**config.mk**
```make
export PLATFORM = sky130hd
export DESIGN_NAME = m_axi_lite_write_seq_flat
export DESIGN_NICKNAME = d
export VERILOG_FILES = /design/src/rtl/m_axi_lite_write_seq_if.sv /design/src/rtl/m_axi_lite_write_seq.sv /design/src/flat_wrapper.sv
export SDC_FILE = /design/constraint.sdc
export NUM_CORES = 1
export LEC_CHECK = 0
export CAP_MARGIN = 15
export CORE_AREA = 5 5 183 185
export CTS_BUF_LIST = sky130_fd_sc_hd__clkbuf_4 sky130_fd_sc_hd__clkbuf_8
export DETAILED_ROUTE_END_ITERATION = 10
export DIE_AREA = 0 0 188 190
export HOLD_SLACK_MARGIN = 0.08
export PLACE_DENSITY = 0.65
export SLEW_MARGIN = 30
export SYNTH_ARGS = -nofsm -noshare
export SYNTH_HDL_FRONTEND = slang
export SYNTH_SLANG_ARGS = --single-unit
```
**constraint.sdc**
```tcl
create_clock -name clk -period 7.9 [get_ports clk]
set_input_delay 1.58 -clock clk [delete_from_list [all_inputs] [get_ports clk]]
set_output_delay 1.58 -clock clk [all_outputs]
set_load 0.01 [all_outputs]
```
**src/rtl/m_axi_lite_write_seq_if.sv**
```systemverilog
// AXI4-Lite write-channel bundle (AW, W, B) between the write sequencer and its slave.
interface m_axi_lite_write_seq_if #(
  parameter int ADDR_WIDTH = 32,
  parameter int DATA_WIDTH = 32
);
  logic [ADDR_WIDTH-1:0]   M_AXI_AWADDR;
  logic [2:0]              M_AXI_AWPROT;
  logic                    M_AXI_AWVALID;
  logic                    M_AXI_AWREADY;
  logic [DATA_WIDTH-1:0]   M_AXI_WDATA;
  logic [DATA_WIDTH/8-1:0] M_AXI_WSTRB;
  logic                    M_AXI_WVALID;
  logic                    M_AXI_WREADY;
  logic [1:0]              M_AXI_BRESP;
  logic                    M_AXI_BVALID;
  logic                    M_AXI_BREADY;

  modport master (
    output M_AXI_AWADDR, M_AXI_AWPROT, M_AXI_AWVALID,
    input  M_AXI_AWREADY,
    output M_AXI_WDATA, M_AXI_WSTRB, M_AXI_WVALID,
    input  M_AXI_WREADY,
    input  M_AXI_BRESP, M_AXI_BVALID,
    output M_AXI_BREADY
  );

  modport slave (
    input  M_AXI_AWADDR, M_AXI_AWPROT, M_AXI_AWVALID,
    output M_AXI_AWREADY,
    input  M_AXI_WDATA, M_AXI_WSTRB, M_AXI_WVALID,
    output M_AXI_WREADY,
    output M_AXI_BRESP, M_AXI_BVALID,
    input  M_AXI_BREADY
  );
endinterface

```
**src/rtl/m_axi_lite_write_seq.sv**
```systemverilog
// Round-robin AXI4-Lite write master: one single-beat write per granted requester,
// independent AW/W handshakes, BRESP error reporting and a response timeout.
module m_axi_lite_write_seq #(
  parameter int GLOB_ADDR_WIDTH = 32,
  parameter int GLOB_DATA_WIDTH = 32,
  parameter int NUM_REQ         = 5,
  parameter int REQ_IDX_WIDTH   = 3,
  parameter int TIMEOUT_WIDTH   = 16,
  parameter int ERR_CNT_WIDTH   = 8
) (
  input  logic                               clk,
  input  logic                               reset,
  input  logic [GLOB_ADDR_WIDTH-1:0]         base_addr,
  input  logic [NUM_REQ-1:0]                 req_valid,
  input  logic [NUM_REQ*GLOB_ADDR_WIDTH-1:0] req_offset,
  input  logic [NUM_REQ*GLOB_DATA_WIDTH-1:0] req_data,
  output logic [NUM_REQ-1:0]                 req_done,
  output logic [NUM_REQ-1:0]                 req_err,
  input  logic [TIMEOUT_WIDTH-1:0]           timeout_cycles,
  output logic                               busy,
  output logic                               timeout_flag,
  output logic [ERR_CNT_WIDTH-1:0]           err_cnt,
  m_axi_lite_write_seq_if.master             axi
);

  localparam logic [1:0] IDLE  = 2'd0;
  localparam logic [1:0] ISSUE = 2'd1;
  localparam logic [1:0] RESP  = 2'd2;
  localparam logic [1:0] DONE  = 2'd3;

  logic [1:0]                 state;
  logic [REQ_IDX_WIDTH-1:0]   rr_ptr, gnt, gnt_r;
  logic                       any_req;
  logic [TIMEOUT_WIDTH-1:0]   timer;
  logic [GLOB_ADDR_WIDTH-1:0] awaddr;
  logic [GLOB_DATA_WIDTH-1:0] wdata;
  logic                       awvalid, wvalid, bready;
  logic                       aw_ok, w_ok, tmo_en, tmo_hit;
  logic [NUM_REQ-1:0]         gnt_oh;

  // First requesting index at or above rr_ptr, wrapping modulo NUM_REQ.
  always_comb begin
    int j;
    j       = 0;
    any_req = 1'b0;
    gnt     = '0;
    for (int k = 0; k < NUM_REQ; k++) begin
      j = int'(rr_ptr) + k;
      if (j >= NUM_REQ) j = j - NUM_REQ;
      if (!any_req && req_valid[j]) begin
        any_req = 1'b1;
        gnt     = REQ_IDX_WIDTH'(j);
      end
    end
  end

  // A channel counts as finished if it already handshook or does so this cycle.
  assign aw_ok   = !awvalid || axi.M_AXI_AWREADY;
  assign w_ok    = !wvalid  || axi.M_AXI_WREADY;
  assign tmo_en  = timeout_cycles != '0;
  assign tmo_hit = tmo_en && (timer == timeout_cycles - TIMEOUT_WIDTH'(1));
  assign gnt_oh  = NUM_REQ'(1) << gnt_r;
  assign busy    = state != IDLE;

  always_ff @(posedge clk) begin
    if (reset) begin
      state        <= IDLE;
      rr_ptr       <= '0;
      gnt_r        <= '0;
      timer        <= '0;
      awaddr       <= '0;
      wdata        <= '0;
      awvalid      <= 1'b0;
      wvalid       <= 1'b0;
      bready       <= 1'b0;
      req_done     <= '0;
      req_err      <= '0;
      timeout_flag <= 1'b0;
      err_cnt      <= '0;
    end else begin
      req_done <= '0;
      req_err  <= '0;
      case (state)
        IDLE: if (any_req) begin
          gnt_r   <= gnt;
          awaddr  <= base_addr + req_offset[int'(gnt)*GLOB_ADDR_WIDTH +: GLOB_ADDR_WIDTH];
          wdata   <= req_data[int'(gnt)*GLOB_DATA_WIDTH +: GLOB_DATA_WIDTH];
          timer   <= '0;
          awvalid <= 1'b1;
          wvalid  <= 1'b1;
          state   <= ISSUE;
        end
        ISSUE: begin
          if (tmo_en) timer <= timer + TIMEOUT_WIDTH'(1);
          if (axi.M_AXI_AWREADY) awvalid <= 1'b0;
          if (axi.M_AXI_WREADY)  wvalid  <= 1'b0;
          if (aw_ok && w_ok) begin
            bready <= 1'b1;
            state  <= RESP;
          end else if (tmo_hit) begin
            awvalid      <= 1'b0;
            wvalid       <= 1'b0;
            timeout_flag <= 1'b1;
            req_done     <= gnt_oh;
            req_err      <= gnt_oh;
            state        <= DONE;
          end
        end
        RESP: begin
          if (tmo_en) timer <= timer + TIMEOUT_WIDTH'(1);
          if (axi.M_AXI_BVALID) begin
            bready   <= 1'b0;
            req_done <= gnt_oh;
            req_err  <= (axi.M_AXI_BRESP != 2'b00) ? gnt_oh : '0;
            state    <= DONE;
          end else if (tmo_hit) begin
            bready       <= 1'b0;
            timeout_flag <= 1'b1;
            req_done     <= gnt_oh;
            req_err      <= gnt_oh;
            state        <= DONE;
          end
        end
        DONE: begin
          if ((|req_err) && !(&err_cnt)) err_cnt <= err_cnt + ERR_CNT_WIDTH'(1);
          if (int'(gnt_r) + 1 >= NUM_REQ) rr_ptr <= '0;
          else                            rr_ptr <= gnt_r + REQ_IDX_WIDTH'(1);
          state <= IDLE;
        end
        default: state <= IDLE;
      endcase
    end
  end

  assign axi.M_AXI_AWADDR  = awaddr;
  assign axi.M_AXI_AWPROT  = 3'b000;
  assign axi.M_AXI_AWVALID = awvalid;
  assign axi.M_AXI_WDATA   = wdata;
  assign axi.M_AXI_WSTRB   = '1;
  assign axi.M_AXI_WVALID  = wvalid;
  assign axi.M_AXI_BREADY  = bready;

endmodule

```
**src/flat_wrapper.sv**
```systemverilog
// flat-port wrapper written by rule: the top's interface ports become plain ports
module m_axi_lite_write_seq_flat 
#(
  parameter int GLOB_ADDR_WIDTH = 32,
  parameter int GLOB_DATA_WIDTH = 32,
  parameter int NUM_REQ         = 5,
  parameter int REQ_IDX_WIDTH   = 3,
  parameter int TIMEOUT_WIDTH   = 16,
  parameter int ERR_CNT_WIDTH   = 8
)
  (clk, reset, base_addr, req_valid, req_offset, req_data, req_done, req_err, timeout_cycles, busy, timeout_flag, err_cnt, axi_M_AXI_AWADDR, axi_M_AXI_AWPROT, axi_M_AXI_AWVALID, axi_M_AXI_AWREADY, axi_M_AXI_WDATA, axi_M_AXI_WSTRB, axi_M_AXI_WVALID, axi_M_AXI_WREADY, axi_M_AXI_BRESP, axi_M_AXI_BVALID, axi_M_AXI_BREADY);
  m_axi_lite_write_seq_if #(.ADDR_WIDTH(32), .DATA_WIDTH(32)) axi_i ();
  input  logic clk;
  input  logic reset;
  input  logic [GLOB_ADDR_WIDTH-1:0] base_addr;
  input  logic [NUM_REQ-1:0] req_valid;
  input  logic [NUM_REQ*GLOB_ADDR_WIDTH-1:0] req_offset;
  input  logic [NUM_REQ*GLOB_DATA_WIDTH-1:0] req_data;
  output logic [NUM_REQ-1:0] req_done;
  output logic [NUM_REQ-1:0] req_err;
  input  logic [TIMEOUT_WIDTH-1:0] timeout_cycles;
  output logic busy;
  output logic timeout_flag;
  output logic [ERR_CNT_WIDTH-1:0] err_cnt;
  output wire logic [$bits(axi_i.M_AXI_AWADDR)-1:0] axi_M_AXI_AWADDR;
  output wire logic [$bits(axi_i.M_AXI_AWPROT)-1:0] axi_M_AXI_AWPROT;
  output wire logic [$bits(axi_i.M_AXI_AWVALID)-1:0] axi_M_AXI_AWVALID;
  input wire logic [$bits(axi_i.M_AXI_AWREADY)-1:0] axi_M_AXI_AWREADY;
  output wire logic [$bits(axi_i.M_AXI_WDATA)-1:0] axi_M_AXI_WDATA;
  output wire logic [$bits(axi_i.M_AXI_WSTRB)-1:0] axi_M_AXI_WSTRB;
  output wire logic [$bits(axi_i.M_AXI_WVALID)-1:0] axi_M_AXI_WVALID;
  input wire logic [$bits(axi_i.M_AXI_WREADY)-1:0] axi_M_AXI_WREADY;
  input wire logic [$bits(axi_i.M_AXI_BRESP)-1:0] axi_M_AXI_BRESP;
  input wire logic [$bits(axi_i.M_AXI_BVALID)-1:0] axi_M_AXI_BVALID;
  output wire logic [$bits(axi_i.M_AXI_BREADY)-1:0] axi_M_AXI_BREADY;
  assign axi_M_AXI_AWADDR = axi_i.M_AXI_AWADDR;
  assign axi_M_AXI_AWPROT = axi_i.M_AXI_AWPROT;
  assign axi_M_AXI_AWVALID = axi_i.M_AXI_AWVALID;
  assign axi_i.M_AXI_AWREADY = axi_M_AXI_AWREADY;
  assign axi_M_AXI_WDATA = axi_i.M_AXI_WDATA;
  assign axi_M_AXI_WSTRB = axi_i.M_AXI_WSTRB;
  assign axi_M_AXI_WVALID = axi_i.M_AXI_WVALID;
  assign axi_i.M_AXI_WREADY = axi_M_AXI_WREADY;
  assign axi_i.M_AXI_BRESP = axi_M_AXI_BRESP;
  assign axi_i.M_AXI_BVALID = axi_M_AXI_BVALID;
  assign axi_M_AXI_BREADY = axi_i.M_AXI_BREADY;
  m_axi_lite_write_seq #(.GLOB_ADDR_WIDTH(GLOB_ADDR_WIDTH), .GLOB_DATA_WIDTH(GLOB_DATA_WIDTH), .NUM_REQ(NUM_REQ), .REQ_IDX_WIDTH(REQ_IDX_WIDTH), .TIMEOUT_WIDTH(TIMEOUT_WIDTH), .ERR_CNT_WIDTH(ERR_CNT_WIDTH)) u_core (.clk(clk), .reset(reset), .base_addr(base_addr), .req_valid(req_valid), .req_offset(req_offset), .req_data(req_data), .req_done(req_done), .req_err(req_err), .timeout_cycles(timeout_cycles), .busy(busy), .timeout_flag(timeout_flag), .err_cnt(err_cnt), .axi(axi_i));
endmodule
```
==> results of run 1 <==
[synth_stat cells, types with 27 or more instances]
master | number | area share, %
o21ai_0 | 32 | 1.6
ha_1 | 54 | 6.8
clkbuf_1 | 47 | 1.8
nand2_1 | 156 | 5.9
xor2_1 | 29 | 2.6
nor2_1 | 118 | 4.5
xnor2_1 | 37 | 3.3
nor2b_1 | 50 | 3.1
o21ai_1 | 63 | 3.2
nor3_1 | 47 | 2.4
inv_1 | 27 | 1.0
a21oi_1 | 68 | 3.4
dfxtp_1 | 110 | 22
mux2i_1 | 72 | 7.3
a211oi_1 | 104 | 7.9
[report_power, final]
part / switching [mW] / internal [mW]
logic: 1.14 / 0.999
registers: 0.106 / 0.724
clock network: 0.216 / 0.116
[sequential cells by signal, indices dropped and copies added (netlist names)]
| signal | count |
|---|---|
| u_core.req_err | 5 |
| u_core.req_done | 5 |
| u_core.rr_ptr | 3 |
| u_core.err_cnt | 8 |
| u_core.state | 2 |
| u_core.timeout_flag | 1 |
| u_core.axi.M_AXI_WVALID | 1 |
| u_core.axi.M_AXI_BREADY | 1 |
| u_core.timer | 16 |
| u_core.axi.M_AXI_AWADDR | 32 |
| u_core.axi.M_AXI_AWVALID | 1 |
| u_core.axi.M_AXI_WDATA | 32 |
| u_core.gnt_r | 3 |
[final cells by class]
type	count	share of cell area, %
Multi-Input combinational cell	1086	48.1
Timing Repair Buffer	481	31.9
Sequential cell	110	14.6
Tap cell	408	3.38
Clock buffer	9	0.820
Inverter	29	0.721
Clock inverter	6	0.315
Antenna cell	10	0.166
[worst min-delay path, delay by kind of cell (launching register included)]
family / cells / cell delay, ns
flip-flops: 1 / 0.32
AND/OR/NAND/NOR: 1 / 0.05
AO/OA/AOI/OAI: 1 / 0.05
[layout by cell type, fill, tap and decap left out, types with 22 or more instances in the layout]
master,Yosys,final
a21o_1,23,23
xor2_1,29,29
xnor2_1,37,37
nand3_1,22,22
a211oi_1,104,104
o21ai_1,63,63
dfxtp_1,110,110
o21ai_0,32,32
ha_1,54,54
inv_1,27,27
a21oi_1,68,68
nor3_1,47,47
nor2_1,118,116
clkdlybuf4s50_1,0,465
nor2b_1,50,50
mux2i_1,72,72
nand2_1,156,156
[layer usage]
layer	GRT usage, %	vias up	share of wire, %
met5	0	-	0.027
met4	8.44	2	2.5
met3	4.84	46	5.7
met2	39.8	355	51
met1	27.5	5168	41
li1	-	5552	-
[cell families after synthesis]
| group | count (synthesis) | synth area share, % |
|---|---|---|
| adders and majority gates | 56 | 7.20 |
| muxes | 105 | 11.2 |
| buffers and inverters | 115 | 5.35 |
| other | 2 | 0.0756 |
| AOI/OAI and AO/OA | 379 | 25.6 |
| and+or+nand+nor | 473 | 22.6 |
| DFF | 110 | 22.2 |
| xor gates and xnor gates | 66 | 5.82 |
[worst max path at each step]
| stage | startpoint | to | slack, ns | depth (start not counted) |
|---|---|---|---|---|
| 2_1_floorplan | req_valid[0] | u_core.axi.M_AXI_AWADDR[31] | 1.38 | 24 |
| 3_3_place_gp | req_valid[3] | u_core.axi.M_AXI_AWADDR[31] | 0.59 | 22 |
| 3_5_place_dp | req_valid[0] | u_core.axi.M_AXI_AWADDR[31] | 0.44 | 24 |
| 4_1_cts | u_core.rr_ptr[1] | u_core.axi.M_AXI_AWADDR[31] | 0.61 | 25 |
| 5_1_grt | u_core.rr_ptr[1] | u_core.axi.M_AXI_AWADDR[31] | 0.04 | 25 |
| 6_report | u_core.rr_ptr[1] | u_core.axi.M_AXI_AWADDR[31] | 0.58 | 25 |
[through the flow]
stage | power (mW) | util, %
6_report | 3.30 | 47.4
5_1_grt | 3.55 | 47.4
4_1_cts | 3.32 | 47.3
3_5_place_dp | 2.98 | 46.7
3_3_place_gp | 2.96 | 46.6
2_1_floorplan | 2.08 | -
==> qor.csv, run 1 <==
stage,metric,value,unit
status,status,finished clean,
worst_setup_path,critPathCaptureType,flip-flop,
clock_network,insertion_delay,0.39,ns
clock_network,cts_buffers,9,
worst_setup_path,cp-start-kind,flip-flop,
die,die_w,188,µm
finish,multiInputGateArea,0.00726,mm²
synthesis,synth_area,0.00994,mm²
placement,place_congestion,0.916,
placement,dpl.hpwl,36100,µm
worst_setup_path,rrSetupSlack,0.58,ns
worst_hold_path,min_from,u_core.axi.M_AXI_AWADDR[27],
worst_hold_path,worstHoldPathType,reg -> reg,
synthesis,ys_ff_latch,110,
drt,drc,0,
synthesis,yosysUniqueCellTypes,79,
timing,maxSlewViolCount,0,
die,core_area,0.0319,mm²
clock_network,cts_root_buf,clkbuf_8,
placement,dp_cells,2114,
worst_setup_path,crit_buf_inv,3,
clock_network,cts.repair.resized,0,
timing,tns,0,ns
timing,clock_skew,0.0207,ns
worst_setup_path,r2r_cells,25,
clock_network,clockBufferDepth,2,
global_route,grt_max_degree,87,
die,io_pins,474,
synthesis,synthCells,1306,
placement,placedInstanceArea,0.0149,mm²
timing,fmax,137,MHz
global_route,overflow,0,
global_route,grt_pass1_wl,63600,µm
timing,relSlewSlack,36.2,%
finish,nets,2153,
finish,syn_to_final_growth,51.9,%
global_route,grt_use_total,22.8,%
timing,hold_viol,0,
clock_network,post-cts-setup-buffer-count,0,
die,die_h,190,µm
drt,postRouteAntennaNets,0,
drt,num_vias,11100,
finish,drive_above_1_share,4.47,%
clock_network,hold_buffers,0,
pwr,power_per_cell_area,219,mW/mm²
synthesis,yosysWarnings,0,
worst_setup_path,cp_data_arrival_time,7.58,ns
synthesis,syn_avg_cell_area,7.61,µm²
worst_setup_path,critPathRequiredTime,8.17,ns
synthesis,synth_edf_count,0,
timing,hold_slack,0.458,ns
timing,finalSetupViolations,0,
worst_hold_path,holdPathStages,2,
finish,fillers,3126,
drt,vias_per_cell,5.20,
timing,fin_crit_sh,92.6,%
finish,fin_area,0.0151,mm²
synthesis,async_flop_share,0,%
drt,drt_first_pass_iters,5,
worst_setup_path,critical_path.top_delay_family,compound AO/OA/AOI/OAI gates,
timing,worstMarginPinSlew,0.957,ns
worst_setup_path,worstPathMaxFanout,33,
pwr,leakage,5.96,nW
placement,place_ws,0.444,ns
global_route,grt_pass1_vias,10700,
pwr,peakVddDrop,0.125,mV
finish,regArea,0.00220,mm²
clock_network,numClockSinks,110,
global_route,antenna_found_initial,15,
clock_network,cts_tree,built,
worst_setup_path,r2r_start,u_core.rr_ptr[1],
worst_hold_path,whs_endpoint,u_core.axi.M_AXI_AWADDR[27],
timing,setup_ws,0.581,ns
timing,rsz0062_at_grt,no,
drt,wirelength,43700,µm
worst_setup_path,reg2reg_to,u_core.axi.M_AXI_AWADDR[31],
die,initial_utilization,31.2,%
finish,fin_cells,2139,
die,die-area,0.0357,mm²
synthesis,postSynth.topFlopCell,dfxtp_1,
worst_setup_path,critPathSlowestCell,ha_1,
flow_run,maxCapViolations,0,
clock_network,clkTransAtPathRegs,0.12,ns
synthesis,ys_seq_area_share,22.2,%
worst_setup_path,path_class,reg -> reg,
die,num_rows,66,
drt,drt_iter0_markers,638,
worst_setup_path,cp_slowest_stage_delay,0.63,ns
drt,detail_route.wl_per_cell,20.4,µm
placement,io_buffer_count,466,
timing,min_period,7.32,ns
clock_network,htree_num_levels,3,
Note: power is estimated with default switching activity, not from simulation.
==> run 2: changes to the inputs <==
Settings changed: CAP_MARGIN 15 to 20.
==> results of run 2 <==
No change in the layout: final DEF, timing and power equal those of run 1.
